File: src/rtl/uart_cmd_decode_if.sv
// rtl/uart_cmd_decode_if.sv - byte-in / FIFO-push / trigger bundle for uart_cmd_decode
interface uart_cmd_decode_if;
    logic       uart_flag;
    logic [7:0] uart_data;
    logic       wfifo_full;
    logic       wfifo_wr_en;
    logic [7:0] wfifo_data;
    logic       wr_trig;
    logic       rd_trig;
    logic       cmd_err;
    logic       busy;

    modport master (
        output uart_flag, uart_data, wfifo_full,
        input  wfifo_wr_en, wfifo_data, wr_trig, rd_trig, cmd_err, busy
    );

    modport slave (
        input  uart_flag, uart_data, wfifo_full,
        output wfifo_wr_en, wfifo_data, wr_trig, rd_trig, cmd_err, busy
    );
endinterface

File: src/rtl/uart_cmd_decode.sv
// rtl/uart_cmd_decode.sv - UART byte stream to SDRAM write/read command decoder
module uart_cmd_decode #(
    parameter logic [7:0]  CMD_WR  = 8'h55,
    parameter logic [7:0]  CMD_RD  = 8'hAA,
    parameter int unsigned WR_LEN  = 4,
    parameter logic [19:0] TIMEOUT = 20'd156_250
) (
    input  logic              clk,
    input  logic              rst_n,
    uart_cmd_decode_if.slave  bus
);
    localparam logic [3:0]  LAST_IDX = 4'(WR_LEN - 1);
    localparam logic [19:0] TO_LAST  = TIMEOUT - 20'd1;

    typedef enum logic {IDLE, WR_DATA} state_t;

    state_t      state_q, state_d;
    logic [3:0]  byte_cnt_q, byte_cnt_d;
    logic [19:0] to_cnt_q, to_cnt_d;
    logic        wr_en_q, wr_en_d;
    logic [7:0]  data_q, data_d;
    logic        trig_pend_q, trig_pend_d;
    logic        rd_pend_q, rd_pend_d;
    logic        wr_trig_q, wr_trig_d;
    logic        rd_trig_q, rd_trig_d;
    logic        err_q, err_d;
    logic        busy_q, busy_d;

    // State and registered outputs; reset drops any packet in flight.
    always_ff @(posedge clk or negedge rst_n) begin
        if (!rst_n) begin
            state_q     <= IDLE;
            byte_cnt_q  <= 4'd0;
            to_cnt_q    <= 20'd0;
            wr_en_q     <= 1'b0;
            data_q      <= 8'd0;
            trig_pend_q <= 1'b0;
            rd_pend_q   <= 1'b0;
            wr_trig_q   <= 1'b0;
            rd_trig_q   <= 1'b0;
            err_q       <= 1'b0;
            busy_q      <= 1'b0;
        end else begin
            state_q     <= state_d;
            byte_cnt_q  <= byte_cnt_d;
            to_cnt_q    <= to_cnt_d;
            wr_en_q     <= wr_en_d;
            data_q      <= data_d;
            trig_pend_q <= trig_pend_d;
            rd_pend_q   <= rd_pend_d;
            wr_trig_q   <= wr_trig_d;
            rd_trig_q   <= rd_trig_d;
            err_q       <= err_d;
            busy_q      <= busy_d;
        end
    end

    // Next-state decode: header/command parsing in IDLE, payload push and idle timeout in WR_DATA.
    always_comb begin
        state_d     = state_q;
        byte_cnt_d  = byte_cnt_q;
        to_cnt_d    = to_cnt_q;
        wr_en_d     = 1'b0;
        data_d      = data_q;
        trig_pend_d = 1'b0;
        rd_pend_d   = 1'b0;
        wr_trig_d   = trig_pend_q;
        rd_trig_d   = rd_pend_q;
        err_d       = 1'b0;
        busy_d      = busy_q;

        case (state_q)
            IDLE: begin
                // busy falls in the same cycle the pending wr_trig goes out
                busy_d = 1'b0;
                if (bus.uart_flag) begin
                    if (bus.uart_data == CMD_RD) begin
                        // a read landing right behind a write's trigger slips one cycle
                        // so wr_trig and rd_trig never coincide
                        if (trig_pend_q) rd_pend_d = 1'b1;
                        else             rd_trig_d = 1'b1;
                    end else if (bus.uart_data == CMD_WR) begin
                        state_d    = WR_DATA;
                        byte_cnt_d = 4'd0;
                        to_cnt_d   = 20'd0;
                        busy_d     = 1'b1;
                    end else begin
                        err_d = 1'b1;
                    end
                end
            end
            WR_DATA: begin
                if (bus.uart_flag) begin
                    // a byte beats a same-cycle timeout terminal count
                    to_cnt_d = 20'd0;
                    if (bus.wfifo_full) begin
                        err_d   = 1'b1;
                        state_d = IDLE;
                        busy_d  = 1'b0;
                    end else begin
                        wr_en_d    = 1'b1;
                        data_d     = bus.uart_data;
                        byte_cnt_d = byte_cnt_q + 4'd1;
                        if (byte_cnt_q == LAST_IDX) begin
                            state_d     = IDLE;
                            trig_pend_d = 1'b1;
                        end
                    end
                end else if (to_cnt_q == TO_LAST) begin
                    err_d   = 1'b1;
                    state_d = IDLE;
                    busy_d  = 1'b0;
                end else begin
                    to_cnt_d = to_cnt_q + 20'd1;
                end
            end
            default: state_d = IDLE;
        endcase
    end

    assign bus.wfifo_wr_en = wr_en_q;
    assign bus.wfifo_data  = data_q;
    assign bus.wr_trig     = wr_trig_q;
    assign bus.rd_trig     = rd_trig_q;
    assign bus.cmd_err     = err_q;
    assign bus.busy        = busy_q;
endmodule

File: src/flat_wrapper.sv
// flat-port wrapper written by rule: the top's interface ports become plain ports
module uart_cmd_decode_flat 
#(
    parameter logic [7:0]  CMD_WR  = 8'h55,
    parameter logic [7:0]  CMD_RD  = 8'hAA,
    parameter int unsigned WR_LEN  = 4,
    parameter logic [19:0] TIMEOUT = 20'd156_250
)
  (clk, rst_n, bus_uart_flag, bus_uart_data, bus_wfifo_full, bus_wfifo_wr_en, bus_wfifo_data, bus_wr_trig, bus_rd_trig, bus_cmd_err, bus_busy);
  uart_cmd_decode_if bus_i ();
  input  logic clk;
  input  logic rst_n;
  input wire logic [$bits(bus_i.uart_flag)-1:0] bus_uart_flag;
  input wire logic [$bits(bus_i.uart_data)-1:0] bus_uart_data;
  input wire logic [$bits(bus_i.wfifo_full)-1:0] bus_wfifo_full;
  output wire logic [$bits(bus_i.wfifo_wr_en)-1:0] bus_wfifo_wr_en;
  output wire logic [$bits(bus_i.wfifo_data)-1:0] bus_wfifo_data;
  output wire logic [$bits(bus_i.wr_trig)-1:0] bus_wr_trig;
  output wire logic [$bits(bus_i.rd_trig)-1:0] bus_rd_trig;
  output wire logic [$bits(bus_i.cmd_err)-1:0] bus_cmd_err;
  output wire logic [$bits(bus_i.busy)-1:0] bus_busy;
  assign bus_i.uart_flag = bus_uart_flag;
  assign bus_i.uart_data = bus_uart_data;
  assign bus_i.wfifo_full = bus_wfifo_full;
  assign bus_wfifo_wr_en = bus_i.wfifo_wr_en;
  assign bus_wfifo_data = bus_i.wfifo_data;
  assign bus_wr_trig = bus_i.wr_trig;
  assign bus_rd_trig = bus_i.rd_trig;
  assign bus_cmd_err = bus_i.cmd_err;
  assign bus_busy = bus_i.busy;
  uart_cmd_decode #(.CMD_WR(CMD_WR), .CMD_RD(CMD_RD), .WR_LEN(WR_LEN), .TIMEOUT(TIMEOUT)) u_core (.clk(clk), .rst_n(rst_n), .bus(bus_i));
endmodule
File: config.mk
export PLATFORM = sky130hd
export DESIGN_NAME = uart_cmd_decode_flat
export DESIGN_NICKNAME = d
export VERILOG_FILES = /design/src/rtl/uart_cmd_decode_if.sv /design/src/rtl/uart_cmd_decode.sv /design/src/flat_wrapper.sv
export SDC_FILE = /design/constraint.sdc
export NUM_CORES = 1
export LEC_CHECK = 0
export ABC_AREA = 0
export CAP_MARGIN = 5
export CORE_MARGIN = 5
export CORE_UTILIZATION = 59
export CTS_CLUSTER_SIZE = 30
export DETAILED_ROUTE_END_ITERATION = 10
export GPL_TIMING_DRIVEN = 0
export HOLD_SLACK_MARGIN = 0.12
export PLACE_DENSITY_LB_ADDON = 0.2
export REMOVE_ABC_BUFFERS = 1
export SYNTH_ARGS = -nofsm -noshare
export SYNTH_HDL_FRONTEND = slang
export SYNTH_SLANG_ARGS = --single-unit
File: constraint.sdc
create_clock -name clk -period 3.4 [get_ports clk]
set_input_delay 1.02 -clock clk [delete_from_list [all_inputs] [get_ports clk]]
set_output_delay 1.02 -clock clk [all_outputs]
set_load 0.05 [all_outputs]
# [After elaboration in Yosys (flattened, before gate mapping)]
# Index checks and enable logic that the tools add are counted.
# W data, S select, Z words.
[totals] ff_bits=40 word_cells=77 out_inout_bits=13
[classes] muxes=46 n_bitwise=2 n_reduce_logical=4 add_sub_neg=2 n_eq_ne=12
[op_table] operator="$mux W20" n=5
[op_table] operator="$pmux W20 S2" n=1
[op_table] operator="$mux W1" n=31
[op_table] operator="$add A20 B1 Y20 const B" n=1
[op_table] operator="$eq A20 B18 Y1 const B" n=1
[op_table] operator="$mux W4" n=5
[op_table] operator="$ne A3 B3 Y1 const B" n=3
[op_table] operator="$eq A8 B7 Y1 const B" n=1
[op_table] operator="$eq A8 B8 Y1 const B" n=1
[op_table] operator="$ne A2 B2 Y1 const B" n=4
[op_table] operator="$pmux W4 S2" n=1
[op_table] operator="$pmux W1 S2" n=3
[op_table] operator="$reduce_and A5 Y1" n=1
[op_table] operator="$add A4 B1 Y4 const B" n=1
[op_table] operator="$eq A4 B2 Y1 const B" n=1
[op_table] operator="$reduce_and A4 Y1" n=1
[op_table] operator="$reduce_and A3 Y1" n=1
[op_table] operator="$ne A2 B1 Y1 const B" n=1
[op_table] operator="$not A1 Y1" n=2
[op_table] operator="$reduce_and A2 Y1" n=1

# [Longest topological paths before layout]
# Gate-level depths: netlist of run 1.
[logic_depth] depth_word=5 depth_mapped=8

# [Worst setup path before layout of run 1]
# OpenSTA, ideal clock, no wires.
[synth_timing] path_type="in2reg" from="in bus_uart_data[1]" to="reg u_core.to_cnt_q[4]" setup_ns=0.122 t_arrival_ns=2.335 path_slack_ns=0.944 required_ns=3.278 path_stages=5 cell_sequence="or4bb_1 -> nor2_1 -> o21ai_1 -> a22oi_1 -> o21ai_1"
[synth_via] elab_chain_cells=3 elab_cells_between_ends=5 classes_between="4 x eq/ne; 1 x reduce/logical"
[synth_lines] element="start: declaration" line="flat_wrapper.sv:14" text="input wire logic [$bits(bus_i.uart_data)-1:0] bus_uart_data;"
[synth_lines] element="$eq A8 B8 Y1 / $eq A8 B7 Y1 (equally long branches)" line="uart_cmd_decode.sv:77, uart_cmd_decode.sv:82"
[synth_lines] element="$ne A2 B2 Y1 (no source line) / $ne A2 B1 Y1 (equally long branches)"
[synth_lines] element="$reduce_and A4 Y1 (no source line) *"
[synth_lines] element="end signal: assignment" line="uart_cmd_decode.sv:46" text="to_cnt_q <= to_cnt_d;"
[synth_lines] element="end: declaration" line="uart_cmd_decode.sv:19" text="logic [19:0] to_cnt_q, to_cnt_d;"
# Mark *: on every way between the ends. The rest lies on a longest branch, timed or not.
# A chain may end at the register's enable or synchronous reset.

# [Worst setup path after layout of run 1]
[layout_timing] from="in bus_uart_flag" to="reg u_core.to_cnt_q[5]"
[layout_via] elab_chain_cells=2 elab_cells_between_ends=5 classes_between="2 x eq/ne; 2 x mux; 1 x reduce/logical"
[layout_lines] element="start: declaration" line="flat_wrapper.sv:13" text="input wire logic [$bits(bus_i.uart_flag)-1:0] bus_uart_flag;"
[layout_lines] element="$ne A3 B3 Y1 (no source line) (tied with other cells)"
[layout_lines] element="$reduce_and A4 Y1 (no source line) / $pmux W20 S2 (equally long branches)"
# Several ways; a longest one is shown, not always the timed one.

==> run summary, run 1 <==
==========================================================================================
Count of antenna diodes in the layout                                                    0
Worst-case clock skew                                                           0.00560 ns
Run status                                                                    complete, no violations
Total of warnings raised by yosys                                                        0
Routed length per instance                                                         15.4 µm
Worst skew pair latency                                                            0.35 ns
Slew at the pin with the worst max-slew slack                                      1.23 ns
Crit-path max FO                                                                        30
Overall track demand over capacity in global routing                                 20.7%
Post-synthesis instance area                                                      2130 µm²
Worst Setup Path Type                                                         input pin to flop
Element type at the critical path start                                          input pin
Worst Path Required                                                                3.68 ns
Proportion of netlist area held by the largest area contributor                      47.1%
Top area cells in the synthesized netlist                                     dfrtp_1, nand2_1, a31oi_1, nand3_1, nor2_1
Remaining antenna violation count                                                        0
Final count of pins violating max slew                                                   0
Average footprint of a synthesized cell                                           9.05 µm²
Die ar.                                                                           4900 µm²
CP Data Arrival Time                                                               3.36 ns
Headroom to the max-slew limit                                                       16.8%
RD Place Congestion                                                                  0.947
# IOs                                                                                   25
Via-to-Cell Ratio                                                                     6.00
Worst min-delay path class                                                    flop to flop
Number of enable-type register cells in the synthesized netlist                          0
Count of clock tree sinks                                                               40
Vias                                                                                  1830
Filler cell count in the final layout                                                  271
Floorplan die width                                                                70.0 µm
Number of global-route vias before repair                                             1730
Fraction of the yosys area taken by sequential cells                                 47.1%
Non-filler instance count after layout                                                 305
Initial DRC Count                                                                      184
Final non-filler cell area                                                        2430 µm²
Power after layout                                                                  851 µW
Distinct cell type count of the synthesized netlist                                     45
Initial Utilization                                                                  62.2%
Max-capacitance violation count                                                          0
# hold bufs at CTS                                                                       0
Number of buffers created by CTS                                                         5
Quantity of gates resized following cts                                                  0
Sort of element at the end of the critical path                                       flop
Area growth, synth to finish                                                         14.5%
Detailed Route WL                                                                  4710 µm
H-tree lvl count                                                                         2
Placed cell count                                                                      297
Setup repair after global routing missed its margin                                     no
Final global-route overflow total                                                        0
Global-route wire length before repair                                             8280 µm
Power density over the cells                                                    349 nW/µm²
Core region area                                                                  3420 µm²
Clock edge transition at the registers on the reported setup and hold paths        0.12 ns
Flip-flop count of the largest register, all copies and words added                     20
Number of nets in the final layout                                                     273
Min Clock Period, post-route                                                       3.08 ns
Gate count after technology mapping                                                    235
CTS tree                                                                             built
Register with the highest flop count                                          u_core.to_cnt_q
Sum of net half-perimeters after detailed placement                                3330 µm
Maximum VDD drop                                                                  0.292 mV
Die extent in y                                                                    70.0 µm
Cell type with the largest total area after synthesis                              dfrtp_1
Fin. Hold Viols                                                                          0
Maximum number of pins on one net before global-route repair                            41
# setup viols final                                                                      0
Antenna violations before repair                                                         0
Placed Area                                                                       2370 µm²
Buffers from clock root to sink, at most                                                 2
Most frequently used flop master after synthesis                                   dfrtp_1
Flip-flop and latch count after synthesis                                               40
Layout cell share with drive strength beyond 1                                       6.56%
Final cycle utilization of the critical path                                         90.7%
Total setup buffers inserted after CTS                                                   0
Maximum clock rate                                                                 324 MHz
IO buf count                                                                            24
Row count                                                                               21
Root buffer cell                                                                  clkbuf_4
Static leakage                                                                  0.00102 µW
Total iterations of the first detailed-routing run                                       4
Residual DRC count                                                                       0
Post-synthesis async set-or-reset flop share                                          100%
==========================================================================================
path summary, 6_finish.rpt:
kind | startpoint | to | slack (ns) | cells past startpoint
max | bus_uart_flag | u_core.to_cnt_q[5] | 0.32 | 6
min | u_core.trig_pend_q | u_core.bus.wr_trig | 0.43 | 0
max reg2reg | u_core.to_cnt_q[8] | u_core.to_cnt_q[16] | 0.75 | 4
min reg2reg | u_core.trig_pend_q | u_core.bus.wr_trig | 0.43 | 0
max in group asynchronous | rst_n | u_core.to_cnt_q[4] | 2.10 | 1
min in group asynchronous | rst_n | u_core.to_cnt_q[11] | 0.76 | 1
worst max-delay path, cell delays in order:
cell	delay [ns]
clkdlybuf4s50_1	0.55
inv_1	0.17
nand2_1	0.21
a21oi_2	0.96
o21ai_0	0.22
a31oi_1	0.22
layer usage:
metal	GRT usage, %	vias up	share of wire [%]
met4	6.38	0	1.5
met2	32.7	62	47
met5	0	-	0
li1	-	893	-
met3	3.59	9	5.4
met1	29.0	866	46
kinds of logic (layout without fill, tap and decap cells):
group                    after synthesis  count (layout)  synth area share (%)
AO/OA/AOI/OAI                         47              47                  14.3
multiplexers                           6               6                  2.83
flip-flops                            40              40                  47.1
adder cells (fa/ha/maj)                3               3                  1.77
AND/OR/NAND/NOR                      123             123                  29.8
buffers and inverters                 14              38                  3.41
XOR/XNOR                               2               2                 0.824
through the flow:
| step | worst slack (ns) | hold slack (ns) | TNS, ns | util [%] |
|---|---|---|---|---|
| 2_1_floorplan | 0.944 | 0.367 | 0 | - |
| 3_3_place_gp | 0.0242 | 0.389 | 0 | 69.5 |
| 3_5_place_dp | -0.0270 | 0.398 | -0.0278 | 69.3 |
| 4_1_cts | 0.347 | 0.419 | 0 | 71.3 |
| 5_1_grt | 0.0961 | 0.452 | 0 | 71.3 |
| 6_report | 0.316 | 0.428 | 0 | 71.3 |
synthesized netlist by cell type (2+ instances only):
cell and instances:
o21ai_0 7, or4bb_1 4, nor3b_1 2, nand2_1 55, or2_2 2, a21oi_1 12, buf_6 2, nor4_1 4
nand4bb_1 2, a31oi_1 13, o31ai_1 2, nor3_1 2, nand3_1 14, o21ai_1 2, ha_1 3, dfrtp_1 40
nand4_1 5, o211ai_1 2, mux2i_1 6, nor2_1 18, nor4b_1 2, and3_1 4, clkbuf_1 4, nor2b_1 2
inv_1 5, xor2_1 2
layout by cell type (no fill, tap or decap), types with 4 or more instances in the layout:
cell / netlist / layout
nand2_1: 55 / 55
dfrtp_1: 40 / 40
clkdlybuf4s50_1: 0 / 23
nor2_1: 18 / 18
nand3_1: 14 / 14
a31oi_1: 13 / 13
a21oi_1: 12 / 12
o21ai_0: 7 / 7
mux2i_1: 6 / 6
inv_1: 5 / 5
nand4_1: 5 / 5
clkbuf_4: 0 / 5
or4bb_1: 4 / 4
nor4_1: 4 / 4
and3_1: 4 / 4
final cells by class:
cell class / instances / area [µm²] / share of cell area [%]
Clock inverter: 2 / 15.0 / 0.617
Inverter: 6 / 22.5 / 0.925
Clock buffer: 6 / 51.3 / 2.11
Sequential cell: 40 / 1000 / 41.1
Multi-Input combinational cell: 181 / 1050 / 43.2
Timing Repair Buffer: 24 / 235 / 9.66
Tap cell: 46 / 57.6 / 2.36
power breakdown:
group / leakage (µW) / internal [µW] / switching, µW / total [µW]
clock: 0.0000305 / 100 / 163 / 263
sequential: 0.000554 / 487 / 9.48 / 496
combinational: 0.000435 / 35.0 / 56.3 / 91.3
Power figures use the tool's default switching activity.
==> inputs of run 2 (changes only) <==
--- a/config.mk
+++ b/config.mk
@@ -9,8 +9,8 @@
 export CAP_MARGIN = 5
 export CORE_MARGIN = 5
 export CORE_UTILIZATION = 59
-export CTS_CLUSTER_SIZE = 30
 export DETAILED_ROUTE_END_ITERATION = 10
+export GPL_ROUTABILITY_DRIVEN = 0
 export GPL_TIMING_DRIVEN = 0
 export HOLD_SLACK_MARGIN = 0.12
 export PLACE_DENSITY_LB_ADDON = 0.2
==> constraint.sdc (replaced) <==
create_clock -name clk -period 4 [get_ports clk]
set_input_delay 1.2 -clock clk [delete_from_list [all_inputs] [get_ports clk]]
set_output_delay 1.2 -clock clk [all_outputs]
set_load 0.05 [all_outputs]
==> results of run 2 <==
The final DEF is identical to that of run 1. Status: complete, no violations.
Main changes from that run: setup slack after placement -0.0270 ns -> 0.393 ns; setup slack after layout 0.316 ns -> 0.736 ns; register-to-register setup slack 0.75 ns -> 1.35 ns; total power 851 µW -> 723 µW; worst IR drop on VDD 0.292 mV -> 0.248 mV
==> inputs of run 3 (changes only) <==
--- a/config.mk
+++ b/config.mk
@@ -8,7 +8,7 @@
 export ABC_AREA = 0
 export CAP_MARGIN = 5
 export CORE_MARGIN = 5
-export CORE_UTILIZATION = 59
+export CORE_UTILIZATION = 55
 export DETAILED_ROUTE_END_ITERATION = 10
 export GPL_ROUTABILITY_DRIVEN = 0
 export GPL_TIMING_DRIVEN = 0
==> constraint.sdc (replaced) <==
create_clock -name clk -period 3.12 [get_ports clk]
set_input_delay 0.936 -clock clk [delete_from_list [all_inputs] [get_ports clk]]
set_output_delay 0.936 -clock clk [all_outputs]
set_load 0.05 [all_outputs]
==> run summary, run 3 (synthesized netlist as in run 1, its figures left out) <==
==========================================================================================
Global-route wire length before repair                                             7850 µm
Number of global-route vias before repair                                             1608
Sort of element at the end of the critical path                                       flop
Headroom to the max-slew limit                                                       16.7%
Maximum number of pins on one net before global-route repair                            41
# hold bufs at CTS                                                                       0
Via-to-Cell Ratio                                                                     5.90
Die ar.                                                                           5210 µm²
Number of cells on the worst hold path                                                   0
Setup repair after global routing missed its margin                                     no
Post-layout util                                                                     66.4%
Final cycle utilization of the critical path                                         91.1%
Power density over the cells                                                    396 nW/µm²
Area growth, synth to finish                                                         16.0%
CTS tree                                                                             built
Setup Total Neg Slack                                                                 0 ns
Register with the highest flop count                                          u_core.to_cnt_q
Worst Setup Path Type                                                         input pin to flop
Die extent in y                                                                    72.2 µm
Hold Slack                                                                        0.435 ns
Fin. Hold Viols                                                                          0
Core region area                                                                  3720 µm²
Residual DRC count                                                                       0
Initial Utilization                                                                  57.2%
Row count                                                                               22
Final global-route overflow total                                                        0
Sum of net half-perimeters after detailed placement                                3310 µm
Most common cell after layout, fill and taps aside                                 nand2_1
Static leakage                                                                  0.00104 µW
Worst min-delay path class                                                    flop to flop
IO buf count                                                                            24
Total iterations of the first detailed-routing run                                       4
Vias                                                                                  1812
Number of nets in the final layout                                                     273
Count of clock tree sinks                                                               40
Clock edge transition at the registers on the reported setup and hold paths        0.08 ns
Flip-flop count of the largest register, all copies and words added                     20
Filler cell count in the final layout                                                  329
Detailed Route WL                                                                  4660 µm
H-tree lvl count                                                                         2
Count of antenna diodes in the layout                                                    0
Crit-path max FO                                                                        10
Number of buffers created by CTS                                                         5
Layout cell share with drive strength beyond 1                                       6.56%
Floorplan die width                                                                72.2 µm
# setup viols final                                                                      0
Antenna violations before repair                                                         0
Min Clock Period, post-route                                                       2.84 ns
Commonest cells after routing, fill and taps aside                            nand2_1, dfrtp_1, clkdlybuf4s50_1
Power after layout                                                                  976 µW
Worst skew pair latency                                                            0.29 ns
R2r worst-path depth                                                                     4
Maximum clock rate                                                                 352 MHz
Final count of pins violating max slew                                                   0
CP Data Arrival Time                                                               3.00 ns
Max-capacitance violation count                                                          0
Element type at the critical path start                                          input pin
Maximum VDD drop                                                                  0.353 mV
Worst-case clock skew                                                           0.00650 ns
# IOs                                                                                   25
Routed length per instance                                                         15.2 µm
Run status                                                                    complete, no violations
Slew at the pin with the worst max-slew slack                                      1.24 ns
Worst Path Required                                                                3.28 ns
Root buffer cell                                                                  clkbuf_8
Initial DRC Count                                                                      195
Remaining antenna violation count                                                        0
Buffers from clock root to sink, at most                                                 2
Overall track demand over capacity in global routing                                 19.2%
==========================================================================================
==> run 3: cell types whose count changed in the layout (fill, tap and decap cells not counted), sizes merged <==
| cell | change |
|---|---|
| clkbuf | -1 |
| clkinv | +3 |
| clkinvlp | -2 |
==> run 3: path summary, 6_finish.rpt <==
| kind | start | endpoint | slack, ns |
|---|---|---|---|
| min in group asynchronous | rst_n | u_core.to_cnt_q[16] | 0.74 |
| setup / recovery | bus_uart_data[2] | u_core.to_cnt_q[11] | 0.28 |
| hold reg to reg | u_core.trig_pend_q | u_core.bus.wr_trig | 0.43 |
| hold / removal | u_core.trig_pend_q | u_core.bus.wr_trig | 0.43 |
| max in group asynchronous | rst_n | u_core.to_cnt_q[2] | 1.84 |
| setup reg to reg | u_core.to_cnt_q[8] | u_core.to_cnt_q[11] | 0.46 |
==> run 3: final cells by class <==
class / count / area, µm² / area share (%)
Clock buffer: 5 / 68.8 / 2.79
Clock inverter: 3 / 18.8 / 0.761
Inverter: 6 / 22.5 / 0.913
Multi-Input combinational cell: 181 / 1060 / 43.0
Sequential cell: 40 / 1000 / 40.6
Tap cell: 48 / 60.1 / 2.44
Timing Repair Buffer: 24 / 235 / 9.54
==> run 3: worst max-delay path: stages <==
cell,delay [ns]
clkdlybuf4s50_1,0.49
or4bb_1,0.51
nor2_1,0.31
o21ai_1,0.36
nand2_4,0.28
a31oi_1,0.12
==> run 3: what timing repair did <==
action	in CTS	in global routing
setup endpoints to repair	0	14
buffers inserted	0	0
gates resized for setup	0	1
==> run 3: power breakdown <==
group          total [µW]  internal [µW]  switching (µW)
sequential            541            530            10.2
clock                 336            156             181
combinational        99.4           38.2            61.2
total                 976            724             252
==> run 3: layer usage <==
metal	part of all wire, %	track usage (%)	up-vias	routed length, µm
met4	1.1	6.26	0	52
met5	0	0	-	0
met1	47	27.7	875	2180
met2	48	28.5	40	2220
met3	4.2	4.57	6	198
li1	-	-	891	-
==> run 3: metrics by stage <==
stage                     setup slack, ns  instance area, µm²  instances
after floorplan                     0.748                2080        227
after global placement             -0.207                2380        299
after detailed placement           -0.243                2370        299
after CTS                          0.0582                2460        307
after global routing                0.179                2470        307
final                               0.279                2470        307
